`src/rtl/preamble_burst_gate.sv`:
```
// Qualifies detector peaks against autocorrelation/power and gates a fixed-length
// IQ burst onto an AXI-stream output, followed by an input-counted holdoff.
module preamble_burst_gate #(
  parameter int unsigned DATA_WIDTH = 16,
  parameter int unsigned MAX_BURST  = 4095,
  parameter int unsigned HOLDOFF    = 1024,
  parameter int unsigned THR_SHIFT  = 3,
  localparam int unsigned CW        = $clog2(MAX_BURST + 1)
) (
  input  logic                    clk,
  input  logic                    reset,
  input  logic                    clear,
  input  logic                    in_tvalid,
  output logic                    in_tready,
  input  logic [DATA_WIDTH-1:0]   in_itdata,
  input  logic [DATA_WIDTH-1:0]   in_qtdata,
  input  logic                    peak_stb,
  input  logic [DATA_WIDTH-1:0]   acorr_mag_tdata,
  input  logic [DATA_WIDTH-1:0]   pow_mag_tdata,
  input  logic [CW-1:0]           burst_len,
  output logic [2*DATA_WIDTH-1:0] out_tdata,
  output logic                    out_tvalid,
  input  logic                    out_tready,
  output logic                    out_tlast,
  output logic                    busy,
  output logic [15:0]             trig_cnt,
  output logic [15:0]             miss_cnt
);

  localparam int unsigned HW    = (HOLDOFF > 1) ? $clog2(HOLDOFF) : 1;
  localparam int unsigned HLAST = (HOLDOFF > 0) ? HOLDOFF - 1 : 0;
  localparam logic [CW-1:0] MAXL = CW'(MAX_BURST);

  typedef enum logic [1:0] {S_IDLE, S_BURST, S_HOLD} state_t;

  state_t          state, state_d;
  logic [CW-1:0]   cnt, cnt_d, len, len_d;
  logic [HW-1:0]   hcnt, hcnt_d;
  logic [15:0]     trig_cnt_d, miss_cnt_d;
  logic [DATA_WIDTH:0] thr;
  logic            qual;

  // Threshold computed one bit wider so the subtraction can never wrap.
  assign thr  = {1'b0, pow_mag_tdata} - {1'b0, pow_mag_tdata >> THR_SHIFT};
  assign qual = peak_stb && ({1'b0, acorr_mag_tdata} >= thr);

  assign out_tdata = {in_itdata, in_qtdata};
  assign busy      = (state != S_IDLE);

  always_ff @(posedge clk) begin
    if (reset || clear) begin
      state    <= S_IDLE;
      cnt      <= '0;
      len      <= '0;
      hcnt     <= '0;
      trig_cnt <= '0;
      miss_cnt <= '0;
    end else begin
      state    <= state_d;
      cnt      <= cnt_d;
      len      <= len_d;
      hcnt     <= hcnt_d;
      trig_cnt <= trig_cnt_d;
      miss_cnt <= miss_cnt_d;
    end
  end

  always_comb begin
    state_d    = state;
    cnt_d      = cnt;
    len_d      = len;
    hcnt_d     = hcnt;
    trig_cnt_d = trig_cnt;
    miss_cnt_d = miss_cnt;
    out_tvalid = 1'b0;
    out_tlast  = 1'b0;
    in_tready  = 1'b1;

    // Any peak seen while not armed is counted as a miss.
    if (state != S_IDLE && qual && miss_cnt != 16'hFFFF)
      miss_cnt_d = miss_cnt + 16'd1;

    case (state)
      S_IDLE: begin
        if (qual) begin
          state_d = S_BURST;
          cnt_d   = '0;
          if (burst_len == '0)
            len_d = CW'(1);
          else if (burst_len > MAXL)
            len_d = MAXL;
          else
            len_d = burst_len;
          if (trig_cnt != 16'hFFFF)
            trig_cnt_d = trig_cnt + 16'd1;
        end
      end
      S_BURST: begin
        out_tvalid = in_tvalid;
        in_tready  = out_tready;
        out_tlast  = (cnt == len - CW'(1));
        if (in_tvalid && out_tready) begin
          cnt_d = cnt + CW'(1);
          if (out_tlast) begin
            cnt_d  = '0;
            hcnt_d = '0;
            state_d = (HOLDOFF == 0) ? S_IDLE : S_HOLD;
          end
        end
      end
      S_HOLD: begin
        if (in_tvalid) begin
          hcnt_d = hcnt + HW'(1);
          if (hcnt == HW'(HLAST))
            state_d = S_IDLE;
        end
      end
      default: state_d = S_IDLE;
    endcase
  end

endmodule

```
`config.mk`:
```
export PLATFORM = sky130hd
export DESIGN_NAME = preamble_burst_gate
export DESIGN_NICKNAME = d
export VERILOG_FILES = /design/src/rtl/preamble_burst_gate.sv
export SDC_FILE = /design/constraint.sdc
export NUM_CORES = 1
export LEC_CHECK = 0
export BUFFER_PORTS_ARGS = -buffer_cell sky130_fd_sc_hd__buf_2
export CELL_PAD_IN_SITES_DETAIL_PLACEMENT = 2
export CELL_PAD_IN_SITES_GLOBAL_PLACEMENT = 2
export CORE_MARGIN = 5
export CORE_UTILIZATION = 30
export DETAILED_ROUTE_END_ITERATION = 16
export GPL_ROUTABILITY_DRIVEN = 0
export PLACE_DENSITY_LB_ADDON = 0.1
export SLEW_MARGIN = 20
export SYNTH_ARGS = -nofsm -noshare
export SYNTH_HDL_FRONTEND = slang
export SYNTH_SLANG_ARGS = --single-unit
export TNS_END_PERCENT = 5
```
`constraint.sdc`:
```
create_clock -name clk -period 5.4 [get_ports clk]
set_input_delay 0 -clock clk [delete_from_list [all_inputs] [get_ports clk]]
set_output_delay 0 -clock clk [all_outputs]
set_load 0.05 [all_outputs]
```
==> flow_summary.ini, run 1 <==
[logic_synthesis]
ys.flop_type = dfxtp_1
yosys.cell_types.count = 64
avgSynthCellArea_um2 = 7.85
yosysTopAreaCell = dfxtp_1
yosys_warnings = 0
synthCells = 672
synth_edf_count = 0
async_reset_ff_share_pct = 0
yosys.area.top_type_share_pct = 25.8
synthesis.area_um2 = 5270
synth_area_leaders = dfxtp_1, ha_1, buf_4, nand2_1, nand3_1
synth_seq_area_share_pct = 25.8
ys_ff_latch = 68
synth_nets = 789

[power]
sw_frac_of_total_pct = 28.6
seqPwrFrac_pct = 33.8
p_comb_share_pct = 19.4
p_leak_nw = 2.49
intPower_w = 0.00108
p_clk_share_pct = 46.8
peakVddDrop_uv = 155
switching_power_w = 0.000434
cellPowerDensity_nw_per_um2 = 247

[floorplan]
io_pins = 150
initial_core_util_pct = 30.5
die_y_um = 143
design.die.area_um2 = 20300
core_um2 = 17300
num_rows = 48
die_w_um = 143

[route]
drt-vias-per-instance = 5.61
dr.pass1.iters = 4
highest-signal-layer = met4
route.vias.total = 5331
wire_per_inst_um = 18.4
drc = 0
final_antenna_net_count = 0
wirelength_mm = 17.5
met2WireLength_mm = 8.78
first_iter_violations = 167
route.met3.wl_um = 597
wl_met1_mm = 7.84

[finish]
insertedDiodeCount = 0
nets = 837
syn2layout_area_growth_pct = 16.5
fillers = 2039
layout-drive-gt1-share_pct = 16.6
finish.utilization_pct = 35.5
design_area_um2 = 6140

[hold_path]
hold_class = primary input to primary output
hold_depth = 0

[global_routing]
grt_max_degree = 41
gr-usage-all-layers_pct = 17.4
antenna_found_initial = 0
grt_pass1_wl_mm = 28.9
grt_overflow = 0
grt_pass1_vias = 5696

[worst_setup_path]
cp.required_ps = 5670
critPathMaxFanout = 24
critical-path-top-delay-family = compound AO/OA/AOI/OAI gates
critPathBufInv = 3
slowest_delay_ps = 700
cp.arrival_ps = 4580
path_cells = buf_2 > inv_1 > ha_1 > nor2b_1 > o211a_1 > o311ai_0 > a211oi_1 > o41ai_1 > nand2_1 > o311a_1 > ha_1 > o21ai_0 > nor3_1 > o211ai_1 > o211ai_1 > o211ai_4 > buf_16 > or4_1 > a21oi_1
critPathLaunchType = primary input
cp.depth = 19
critPathKind = primary input to flop
ff2ff_path_depth = 7
endpoint_kind = flop
cp_slowest_cell = o41ai_1

[sta]
setup_viol = 0
clock_skew_ps = 10.1
worst_slew_pin_slew_ps = 936
hold_viol_final = 0
relSlewSlack_pct = 37.6
timing.fmax_mhz = 232
drv_slew = 0
min_period_ps = 4320
rsz0062_at_grt = no
setup_tns_ps = 0
fin_crit_sh_pct = 79.9

[clock_network]
htreeDepth = 3
clkSinkCount = 68
cts_max_path_buffers = 2
cts_tree = done
cts_setup_buffers = 0
cts_buffers = 9
clk_pin_slew_ps = 60
root_buffer = clkbuf_16
clk_latency_ps = 350
cts-resized-gates = 0

[place]
dp_hpwl_mm = 13.3
place_area_um2 = 5660
port_buffers = 85

[run_status]
status = finished, final reports clean

[job]
maxCapViolCount = 0
-- layer usage --
| metal | vias to the layer above | GRT usage [%] |
|---|---|---|
| met5 | - | 0 |
| met4 | 0 | 5.00 |
| met3 | 18 | 2.92 |
| met2 | 84 | 31.7 |
| met1 | 2649 | 20.9 |
| li1 | 2580 | - |
-- timing repair --
| item | 4_1_cts | 5_1_grt |
|---|---|---|
| hold buffers | 11 | 0 |
| hold endpoints to repair | 11 | 0 |
| endpoints found under the setup margin | 0 | 0 |
-- cell families after synthesis --
group           share of synthesized area, %
xor+xnor                                4.32
buf+inv                                 8.92
compound gates                          20.8
simple gates                            28.8
fa+ha+maj                               8.45
mux                                     2.85
flops                                   25.8
-- layout make-up --
type	instances	area [um2]	share of cell area, %
Inverter	29	109	1.77
Tap cell	225	282	4.58
Timing Repair Buffer	99	578	9.41
Clock buffer	9	225	3.67
Multi-Input combinational cell	513	3470	56.4
Clock inverter	7	121	1.98
Sequential cell	68	1360	22.2
-- power groups by stage --
stage          sequential, W  combinational (W)  clock (W)
3_5_place_dp        0.000524           0.000286          0
6_report            0.000513           0.000295   0.000710
5_1_grt             0.000513           0.000332   0.000750
4_1_cts             0.000513           0.000294   0.000733
2_1_floorplan       0.000522           0.000262          0
3_3_place_gp        0.000523           0.000276          0
-- registers in the layout (all words and copies together) (netlist names) --
| register | cells |
|---|---|
| cnt | 12 |
| hcnt | 10 |
| len | 12 |
| miss_cnt | 16 |
| state | 2 |
| trig_cnt | 16 |
-- Yosys cell counts, types with 5 or more instances --
| library cell | count |
|---|---|
| dfxtp_1 | 68 |
| nand2_1 | 58 |
| nor2_1 | 43 |
| nand3_1 | 41 |
| a21oi_1 | 34 |
| ha_1 | 34 |
| buf_4 | 32 |
| inv_1 | 29 |
| nand4_1 | 25 |
| o21ai_0 | 23 |
| or3_1 | 22 |
| clkbuf_1 | 20 |
| and3_1 | 15 |
| mux2i_1 | 15 |
| nor3_1 | 15 |
| xnor2_1 | 15 |
| o211ai_1 | 14 |
| nor4_1 | 11 |
| xor2_1 | 11 |
| nor2b_1 | 10 |
| o31ai_1 | 10 |
| a211oi_1 | 9 |
| or4_1 | 9 |
| and2_1 | 8 |
| nand2b_1 | 8 |
| buf_2 | 7 |
| o21a_1 | 6 |
| nand4b_1 | 5 |
| o311ai_0 | 5 |
| or2_2 | 5 |
-- through the flow --
stage	cells	power (W)	worst slack (ps)	hold WS (ps)
floorplan	672	0.000784	1570	144
global placement	922	0.000800	792	0.341
detailed placement	922	0.000810	569	0.341
CTS	949	0.00154	955	0.341
global route	950	0.00159	564	0.0794
finish	950	0.00152	1080	0.0220
-- placed cells by master, fill, tap and decap left out, drive strengths merged, types with 11 or more instances in the layout --
| cell | count |
|---|---|
| mux2i | 15 |
| xor2 | 11 |
| dfxtp | 68 |
| a21oi | 34 |
| nor3 | 15 |
| ha | 34 |
| nor2 | 43 |
| nand3 | 42 |
| nor4 | 11 |
| and3 | 15 |
| xnor2 | 15 |
| nand4 | 25 |
| or3 | 22 |
| o211ai | 16 |
| dlygate4sd3 | 11 |
| nand2 | 58 |
| o21ai | 24 |
| buf | 88 |
| inv | 32 |
-- path summary, 6_finish.rpt --
kind	slack [ps]	end	start
max	1080	trig_cnt[4]	pow_mag_tdata[4]
max reg2reg	2190	cnt[2]	len[2]
min	0.02	out_tdata[20]	in_itdata[4]
min reg2reg	480	miss_cnt[5]	miss_cnt[5]
Note: power is estimated with default switching activity, not from simulation.
==> run 2, diff against run 1 <==
Clock period 5.4 ns to 4.4 ns, I/O delays scaled along.
==> run 2 against run 1 <==
First-iteration DRC count fell by 5.4%. Worst setup slack got worse by 710 ps. Hold slack is essentially flat. Final area increased by 0.12%. Highest routed layer unchanged. Clock power down 0.6%. Flip-flop and latch count unchanged. Non-clock buffer count increased by 11. Via count increased by 2.2%. Die area stayed put. Sequential share of layout area is essentially flat. Count of clock-buffer cells in the layout grew 1. Routed wire length is 3.2% higher.
==> flow_summary.ini, run 2 (synthesized netlist as in run 1, its figures left out) <==
[run_status]
status = finished, final reports clean

[global_routing]
gr-usage-all-layers_pct = 17.6
grt_pass1_vias = 5791
grt-busiest-layer = met2
grt_pass1_wl_mm = 29.1
met2_usage_pct = 31.8
grt_max_degree = 41
antenna_found_initial = 0
grt_overflow = 0
grt_util_met1_pct = 21.2
grtUsageMet3_pct = 2.96

[worst_setup_path]
worstReg2RegStart = len[2]
path_cells = buf_2 > inv_1 > ha_1 > inv_1 > fa_1 > a211oi_1 > o21ai_1 > o211a_1 > or3_1 > a21oi_1 > o211a_1 > xnor2_1 > ha_1 > o21ai_0 > nor3_1 > o211ai_1 > o211ai_1 > o211ai_4 > buf_4 > or3_1 > a21oi_1
reg2reg_to = cnt[2]
r2r_slack_ps = 1160
crit_path_start = pow_mag_tdata[0]
critPathMaxFanout = 16
critPathKind = primary input to flop
critPathLaunchType = primary input
endpoint_kind = flop
cp.required_ps = 4660
endpoint = trig_cnt[9]
cp_slowest_cell = fa_1
cp.arrival_ps = 4290
ff2ff_path_depth = 7
slowest_delay_ps = 420

[clock_network]
root_buffer = clkbuf_16
cts_buffers = 9
htreeDepth = 3
clk_pin_slew_ps = 60
cts_tree = done
clk_latency_ps = 350
cts_max_path_buffers = 2
clkSinkCount = 68

[sta]
worst_slew_pin_slew_ps = 891
clock_skew_ps = 13.6
setup_viol = 0
timing.fmax_mhz = 248
fin_crit_sh_pct = 91.5
hold_viol_final = 0
hold_ws_ps = 0.0193
relSlewSlack_pct = 40.4
rsz0062_at_grt = no
min_period_ps = 4030
drv_slew = 0

[finish]
mostFrequentLayoutCells = buf_2, dfxtp_1, nand2_1
design_area_um2 = 6150
insertedDiodeCount = 0
final_common_cell = buf_2
largestRegisters = miss_cnt (16), trig_cnt (16)
fin_cells = 961
layout-drive-gt1-share_pct = 17.8
nets = 848
syn2layout_area_growth_pct = 16.7

[route]
first_iter_violations = 158
wirelength_mm = 18.0
route.vias.total = 5447
dr.pass1.iters = 4
drt-vias-per-instance = 5.67
final_antenna_net_count = 0
wire_per_inst_um = 18.7
drc = 0

[floorplan]
die_w_um = 143
num_rows = 48
initial_core_util_pct = 30.5
core_um2 = 17300
die_y_um = 143
io_pins = 150
design.die.area_um2 = 20300

[hold_path]
hold_class = primary input to primary output

[power]
cellPowerDensity_nw_per_um2 = 279
p_leak_nw = 2.50
peakVddDrop_uv = 197

[place]
port_buffers = 85
place_area_um2 = 5730
dp_hpwl_mm = 13.6
placed_cells = 931

[job]
maxCapViolCount = 0
==> run 2: layer usage <==
metal	wire length, um	vias to the layer above
li1	-	2597
met1	8150	2725
met2	9040	102
met3	613	23
met4	212	0
met5	0	-
==> run 2: where the power goes <==
part | total (W) | leakage [nW] | internal [W] | switching, W
combinational | 0.000381 | 1.82 | 0.000160 | 0.000220
clock | 0.000706 | 0.138 | 0.000396 | 0.000310
sequential | 0.000629 | 0.548 | 0.000621 | 0.00000858
==> run 2: area by class of cell <==
type	instances	area (um2)
inverter	29	109
multi-input combinational	513	3470
timing repair buffer	110	653
fill	1997	11100
sequential	68	1360
tap	225	282
clock buffer	10	239
clock inverter	6	40.0
==> run 2: timing repair <==
item | in CTS | in global routing
setup endpoints to repair | 0 | 4
setup buffers | 0 | 3
hold buffers | 11 | 0
resized for setup | 0 | 1
endpoints found under the hold margin | 11 | 0
==> run 2: worst min path at each step <==
stage / startpoint / endpoint / depth (start not counted)
3_5_place_dp: in_qtdata[1] / out_tdata[1] / 0
4_1_cts: in_qtdata[1] / out_tdata[1] / 0
3_3_place_gp: in_qtdata[1] / out_tdata[1] / 0
5_1_grt: in_qtdata[11] / out_tdata[11] / 0
6_report: in_itdata[4] / out_tdata[20] / 0
2_1_floorplan: burst_len[10] / len[10] / 2
==> run 2: critical path, delay by kind of cell <==
family / cells / cell delay [ps]
AO/OA/AOI/OAI: 10 / 2010
XOR/XNOR: 1 / 70
adder cells (fa/ha/maj): 3 / 870
buffers and inverters: 4 / 420
AND/OR/NAND/NOR: 3 / 910
==> run 2: metrics by stage <==
stage	setup slack (ps)	setup TNS (ps)	utilization (%)	total power, W
after floorplan	566	0	-	0.000962
after global placement	98.9	0	33.2	0.000996
after detailed placement	-59.8	-168	33.2	0.00101
after CTS	292	0	35.4	0.00174
after global routing	6.22	0	35.6	0.00180
final	373	0	35.6	0.00172
==> run 3, diff against run 2 <==
Settings changed: CORE_ASPECT_RATIO set to 0.6, GPL_ROUTABILITY_DRIVEN 0 to 1, PLACE_DENSITY set to 0.88, PLACE_DENSITY_LB_ADDON 0.1 to unset.
==> run 3 against run 2 <==
Clock skew shrank 1.3 ps. Combinational power grew 3%. Core utilization grew 0.69 points. Largest power group unchanged.
==> flow_summary.ini, run 3 (synthesized netlist as in run 1, its figures left out) <==
[floorplan]
num_rows = 37
die_y_um = 113
design.die.area_um2 = 20400
initial_core_util_pct = 30.7
core_um2 = 17200
die_w_um = 181
io_pins = 150

[job]
maxCapViolCount = 0

[clock_network]
cts_tree = done
cts_buffers = 9
cts_max_path_buffers = 2
clk_pin_slew_ps = 70
root_buffer = clkbuf_16
htreeDepth = 3
clkSinkCount = 68
cts_setup_buffers = 0
clk_latency_ps = 340

[route]
wl_met1_mm = 10.0
drt-vias-per-instance = 5.56
highest-signal-layer = met4
wirelength_mm = 19.6
met2WireLength_mm = 8.45
dr.pass1.iters = 4
final_antenna_net_count = 0
route.vias.total = 5361
route.met3.wl_um = 911
wire_per_inst_um = 20.4
first_iter_violations = 269
drc = 0

[finish]
multi_input_area_um2 = 3470
layout-drive-gt1-share_pct = 17.4
largestRegisters = miss_cnt (16), trig_cnt (16)
ff_latch_area_um2 = 1360
mostFrequentLayoutCells = buf_2, dfxtp_1, nand2_1
finish.utilization_pct = 36.3
fillers = 1953
nets = 842
insertedDiodeCount = 0
syn2layout_area_growth_pct = 18.1
final_common_cell = buf_2

[power]
p_leak_nw = 2.52
peakVddDrop_uv = 189
cellPowerDensity_nw_per_um2 = 306

[sta]
hold_ws_ps = 0.0193
setup_viol = 0
relSlewSlack_pct = 35.3
rsz0062_at_grt = no
drv_slew = 0
min_period_ps = 4160
fin_crit_sh_pct = 94.6
timing.fmax_mhz = 240
setup_tns_ps = 0
hold_viol_final = 0
worst_slew_pin_slew_ps = 967
clock_skew_ps = 12.3

[worst_setup_path]
cp.arrival_ps = 4370
cp.required_ps = 4600
r2r_slack_ps = 1040
ff2ff_path_depth = 7
worstReg2RegStart = len[5]
critPathKind = primary input to flop
critPathLaunchType = primary input
critPathMaxFanout = 18
reg2reg_to = cnt[2]
endpoint_kind = flop

[hold_path]
hold_depth = 0
hold_class = primary input to primary output
worstHoldEndpoint = out_tdata[19]
min-delay-start = in_itdata[3]

[place]
dp_hpwl_mm = 14.7
port_buffers = 85
globalplace.congestion = 0.850

[global_routing]
antenna_found_initial = 0
grt_pass1_wl_mm = 31.9
grt_pass1_vias = 5651
grt_overflow = 0
grt_max_degree = 41
gr-usage-all-layers_pct = 19.1

[run_status]
status = finished, final reports clean
==> run 3: changes by cell type in the layout (fill, tap and decap cells not counted), moves of 2 or more <==
cell	change
buf_4	-8
bufinv_16	+3
clkinv_2	-3
buf_12	+2
clkinv_4	-2
==> run 3: area by class of cell <==
type	count	area share [%]
well taps	234	4.70
clock inverters	5	1.71
multi-input cells	513	55.8
clock buffers	11	4.06
inverters	29	1.75
flip-flops and latches	68	21.9
repair buffers	104	10.2
==> run 3: timing repair <==
action,4_1_cts,5_1_grt
hold buffers,11,0
endpoints found under the setup margin,0,21
resized for setup,0,3
endpoints found under the hold margin,11,0
==> run 3: where the power goes <==
part           internal (W)  total (W)  switching, W
Sequential         0.000621   0.000630    0.00000935
Combinational      0.000157   0.000393      0.000236
Clock              0.000587   0.000884      0.000297
==> run 3: layer usage <==
| layer | GRT usage (%) | up-vias |
|---|---|---|
| met3 | 3.47 | 18 |
| met4 | 4.55 | 0 |
| met5 | 0 | - |
| met1 | 28.0 | 2639 |
| met2 | 29.2 | 110 |
| li1 | - | 2594 |
==> run 3: stage by stage <==
stage | setup slack (ps) | cells | total power (W) | cell area, um2
final | 236 | 964 | 0.00191 | 6230
after floorplan | 566 | 672 | 0.000962 | 5270
after global routing | 32.9 | 964 | 0.00200 | 6230
after global placement | 106 | 937 | 0.00100 | 5740
after detailed placement | -177 | 937 | 0.00102 | 5750
after CTS | 164 | 964 | 0.00192 | 6220
==> run 3: worst max-delay path by stage <==
stage	start	end	slack, ps	cells after the start
floorplan	pow_mag_tdata[4]	miss_cnt[11]	570	18
global placement	pow_mag_tdata[0]	miss_cnt[9]	110	21
CTS	pow_mag_tdata[0]	trig_cnt[4]	160	20
detailed placement	pow_mag_tdata[0]	miss_cnt[4]	-180	21
global route	pow_mag_tdata[4]	len[0]	30	20
finish	pow_mag_tdata[0]	len[0]	240	21
==> run 3: critical path, cell delays in order <==
cell and delay (ps):
buf_2 100, inv_1 60, ha_1 170, inv_1 60
fa_1 430, a211oi_2 250, o21ai_1 170, o211a_1 280
or3_1 370, a21oi_2 180, o211a_1 160, xnor2_1 70
ha_1 270, o21ai_0 190, nor3_1 250, o211ai_1 150
o211ai_1 190, o211ai_4 240, buf_12 240, a311oi_1 370
a211oi_1 130
